## src/rtl/dp_group_sched.sv

```systemverilog
// Tile sequencer for one dp_group: streams K operand beats, drains the pipeline, hands off result.
// Optional DP_SCHED_PERF_EN adds a saturating stall_cnt output.
module dp_group_sched #(
  parameter int unsigned DW_CNT   = 16,
  parameter int unsigned PIPE_LAT = 2
) (
  input  logic              clk,
  input  logic              reset,
  input  logic              cmd_valid,
  output logic              cmd_ready,
  input  logic [DW_CNT-1:0] cmd_len,
  input  logic              op_valid,
  output logic              op_ready,
  output logic              dp_enable,
  output logic [1:0]        dp_valid,
  output logic              res_valid,
  input  logic              res_ready,
  output logic              busy,
  output logic [DW_CNT-1:0] step_cnt
`ifdef DP_SCHED_PERF_EN
  ,
  output logic [31:0]       stall_cnt
`endif
);

  typedef enum logic [1:0] {StIdle, StRun, StDrain, StDone} state_e;

  localparam logic [3:0] DrainInit = 4'(PIPE_LAT - 1);

  state_e            state_q;
  logic [DW_CNT-1:0] len_q;
  logic [DW_CNT-1:0] step_q;
  logic [3:0]        drain_q;
  logic              beat;

  always_comb begin
    // cmd_ready is masked by reset so nothing is offered while reset is held
    cmd_ready = (state_q == StIdle) & reset;
    op_ready  = (state_q == StRun);
    beat      = op_ready & op_valid;
    dp_enable = beat | (state_q == StDrain);
    dp_valid  = {beat & (step_q == '0), beat};
    res_valid = (state_q == StDone);
    busy      = (state_q != StIdle);
    step_cnt  = step_q;
  end

  always_ff @(posedge clk or negedge reset) begin
    if (!reset) begin
      state_q <= StIdle;
      len_q   <= '0;
      step_q  <= '0;
      drain_q <= '0;
    end else begin
      unique case (state_q)
        StIdle: begin
          if (cmd_valid) begin
            len_q   <= cmd_len;
            step_q  <= '0;
            state_q <= (cmd_len != '0) ? StRun : StDone;
          end
        end
        StRun: begin
          if (op_valid) begin
            step_q <= step_q + DW_CNT'(1);
            if (step_q == len_q - DW_CNT'(1)) begin
              state_q <= StDrain;
              drain_q <= DrainInit;
            end
          end
        end
        StDrain: begin
          if (drain_q == '0) begin
            state_q <= StDone;
          end else begin
            drain_q <= drain_q - 4'd1;
          end
        end
        StDone: begin
          if (res_ready) begin
            state_q <= StIdle;
          end
        end
        default: state_q <= StIdle;
      endcase
    end
  end

`ifdef DP_SCHED_PERF_EN
  logic [31:0] stall_q;
  logic        stall_evt;

  assign stall_evt = ((state_q == StRun) & ~op_valid) | ((state_q == StDone) & ~res_ready);
  assign stall_cnt = stall_q;

  always_ff @(posedge clk or negedge reset) begin
    if (!reset) begin
      stall_q <= '0;
    end else if (stall_evt && (stall_q != '1)) begin
      stall_q <= stall_q + 32'd1;
    end
  end
`endif

endmodule

```

## config.mk

```make
export PLATFORM = sky130hd
export DESIGN_NAME = dp_group_sched
export DESIGN_NICKNAME = d
export VERILOG_FILES = /design/src/rtl/dp_group_sched.sv
export SDC_FILE = /design/constraint.sdc
export NUM_CORES = 1
export LEC_CHECK = 0
export CORE_AREA = 2 2 71 73
export CTS_CLUSTER_DIAMETER = 30
export DETAILED_ROUTE_END_ITERATION = 8
export DIE_AREA = 0 0 73 75
export HOLD_SLACK_MARGIN = 0.03
export PLACE_DENSITY = 0.82
export REMOVE_ABC_BUFFERS = 1
export SLEW_MARGIN = 20
export SYNTH_ARGS = -nofsm -noshare
export SYNTH_HDL_FRONTEND = slang
export SYNTH_SLANG_ARGS = --single-unit
```

## constraint.sdc

```tcl
create_clock -name clk -period 5 [get_ports clk]
set_clock_uncertainty 0.2 [all_clocks]
set_input_delay 0.75 -clock clk [delete_from_list [all_inputs] [get_ports clk]]
set_output_delay 0.75 -clock clk [all_outputs]
set_load 0.05 [all_outputs]
```

==> results.sh <==
export IMPL_ys_flop_type="dfrtp_1"
export IMPL_wire_per_inst_um=16.07
export IMPL_synth_top_cell_area_share=0.3691
export IMPL_nets=342
export IMPL_final_hold_viol_count=0
export IMPL_setup_violations_final=0
export IMPL_core_mm2=0.004661
export IMPL_numCtsBuffers=5
export IMPL_grt_remaining_overflow=0
export IMPL_leakagePower_uw=0.001285
export IMPL_slew_headroom=0.3583
export IMPL_path_cells="inv_1 > ha_1 > inv_1 > nor2_1 > nand4_1 > nor4_1 > clkdlybuf4s50_1"
export IMPL_die_x_um=73
export IMPL_worst_pin_slew_ps=959.0
export IMPL_rsz0062_at_grt="false"
export IMPL_cts_buffer_depth=2
export IMPL_drv_slew=0
export IMPL_ctsResizeCount=0
export IMPL_syn_area_per_cell_um2=9.402
export IMPL_htreeDepth=2
export IMPL_drc_errors=0
export IMPL_synth_distinct_cells=49
export IMPL_drt_iter0_markers=154
export IMPL_antenna_found_initial=0
export IMPL_tritoncts="yes"
export IMPL_drive_gt1_frac=0.1090
export IMPL_num_rows=25
export IMPL_grt_pass1_vias=2054
export IMPL_port_buffers=43
export IMPL_firstDrtPassIters=4
export IMPL_path_common_cell="inv_1"
export IMPL_clockRootBuffer="clkbuf_8"
export IMPL_areaGrowthSynthToFinish_pct=20.16
export IMPL_post_cts_setup_buffer_count=0
export IMPL_die_h_um=75
export IMPL_clock_sinks=38
export IMPL_synth_common_cells="dfrtp_1 (38), nor2_1 (26), xor2_1 (21)"
export IMPL_grt_max_degree=39
export IMPL_slowest_stage="clkdlybuf4s50_1"
export IMPL_path_clk_slew_ps=80
export IMPL_ctsHoldBuffers=0
export IMPL_ys_seq_area_frac=0.3691
export IMPL_via_count=2226
export IMPL_initial_utilization=0.5528
export IMPL_vias_per_cell=6.082
export IMPL_fin_cells=366
export IMPL_gp_congestion=0.9282
export IMPL_postRouteAntennaNets=0
export IMPL_synth_edf_count=0
export IMPL_netlist_area_mm2=0.002576
export IMPL_cpPeakStageDelay_ps=840
export IMPL_synth_area_leaders="dfrtp_1 (37%), mux2_2 (7.4%), xor2_1 (7.1%), ha_1 (4.9%), nor2_1 (3.8%)"
export IMPL_synthArstFlopShare=1.000
export IMPL_diodes=0
export IMPL_maxCapViolCount=0
export IMPL_placed_cells=358
export IMPL_worst_hold_slack_ps=374.9
export IMPL_synth_most_common_cell="dfrtp_1"
export IMPL_insertion_delay_ps=300
export IMPL_ys_ff_latch=38
export IMPL_crit_required_ps=4050
export IMPL_hold_path_class="in -> async"
export IMPL_placed_cell_area_mm2=0.003004
export IMPL_start_kind="register"
export IMPL_fmax_ghz=0.2637
export IMPL_fin_tns_setup_ps=0
export IMPL_final_cell_area_mm2=0.003095
export IMPL_fin_crit_sh=0.7585
export IMPL_grt_pass1_wl_mm=9.611
export IMPL_synthCells=274
export IMPL_run_status="finished clean"
export IMPL_period_minus_slack_ps=3792
export IMPL_grtUsageTotal=0.2329
export IMPL_ir_drop_uv=361.3
export IMPL_worst_endpoint_arrival_ps=2840
export IMPL_p_per_area_mw_per_mm2=530.6
export IMPL_crit_type="reg -> out"
export IMPL_hpwl_mm=4.436
export IMPL_yosys_warnings=0
export IMPL_path_max_fanout=13
export IMPL_wl_mm=5.882
export IMPL_critical_path_endpoint_type="output port"
export IMPL_dieArea_mm2=0.005475
export IMPL_io_pins=44
export IMPL_synth_top_area_cell="dfrtp_1"
==> per-stage QoR <==
stage	setup slack, ps	power, uW	utilization
4_1_cts	1202	1637	0.6642
3_3_place_gp	1332	1380	0.6446
6_report	1208	1642	0.6642
3_5_place_dp	1307	1408	0.6446
2_1_floorplan	305.6	1170	-
5_1_grt	974.3	1753	0.6642
==> area by class of cell <==
class                           instances  area, um2
Clock buffer                            7      86.33
Clock inverter                          1      5.005
Fill cell                             382       1565
Inverter                               15      56.30
Multi-Input combinational cell        207       1496
Sequential cell                        38      950.9
Tap cell                               54      67.56
Timing Repair Buffer                   44      432.9
==> logic make-up (layout without fill, tap and decap cells) <==
| kind of cell | count (synthesis) | in the layout | share of synthesized area |
|---|---|---|---|
| XOR/XNOR | 31 | 31 | 0.1054 |
| buffers and inverters | 29 | 67 | 0.05002 |
| multiplexers | 22 | 22 | 0.09373 |
| flip-flops | 38 | 38 | 0.3691 |
| AO/OA/AOI/OAI | 33 | 33 | 0.09083 |
| AND/OR/NAND/NOR | 111 | 111 | 0.2424 |
| adder cells (fa/ha/maj) | 10 | 10 | 0.04857 |
==> registers in the layout, summed over array words and instances, names as in the netlist <==
signal	count
state_q	2
len_q	16
step_cnt	16
drain_q	4
==> where the power goes <==
part           total [uW]  internal (uW)  leakage [uW]  switching (uW)
clock network         225            111     0.0000482             114
registers             569            407      0.000484             162
logic                 848            367      0.000753             480
==> critical path: cells and delay by family, from the launching register on <==
family | cells | cell delay (ps)
simple gates | 3 | 530
fa+ha+maj | 1 | 440
buf+inv | 3 | 1170
flops | 1 | 400
==> metal layers <==
layer  vias to the layer above  track usage  routed length (um)
met5                         -            0                   0
met4                         0       0.1070                 125
met3                        12      0.03748                 237
met2                        64       0.3714                2769
met1                      1091       0.3129                2750
li1                       1059            -                   -
==> cell usage in the layout, fill, tap and decap left out, types with 13 or more instances in the layout <==
cell             count
clkdlybuf4s50_1     42
dfrtp_1             38
inv_1               15
mux2_2              17
nand2_1             15
nor2_1              26
nor4_1              13
xor2_1              21
==> final timing paths <==
path / start / end / slack [ps] / depth (start not counted)
worst max-delay path: state_q[1]$_DFFE_PN0P_ / dp_valid[1] / 1210 / 7
worst min-delay path: reset / step_cnt[5]$_DFFE_PN0P_ / 370 / 2
worst max register to register: len_q[0]$_DFFE_PN0P_ / drain_q[3]$_DFFE_PN0P_ / 1680 / 9
worst min register to register: len_q[15]$_DFFE_PN0P_ / len_q[15]$_DFFE_PN0P_ / 380 / 1
max in group asynchronous: reset / drain_q[3]$_DFFE_PN0P_ / 3880 / 2
min in group clk: len_q[15]$_DFFE_PN0P_ / len_q[15]$_DFFE_PN0P_ / 380 / 1
Power figures use the tool's default switching activity.
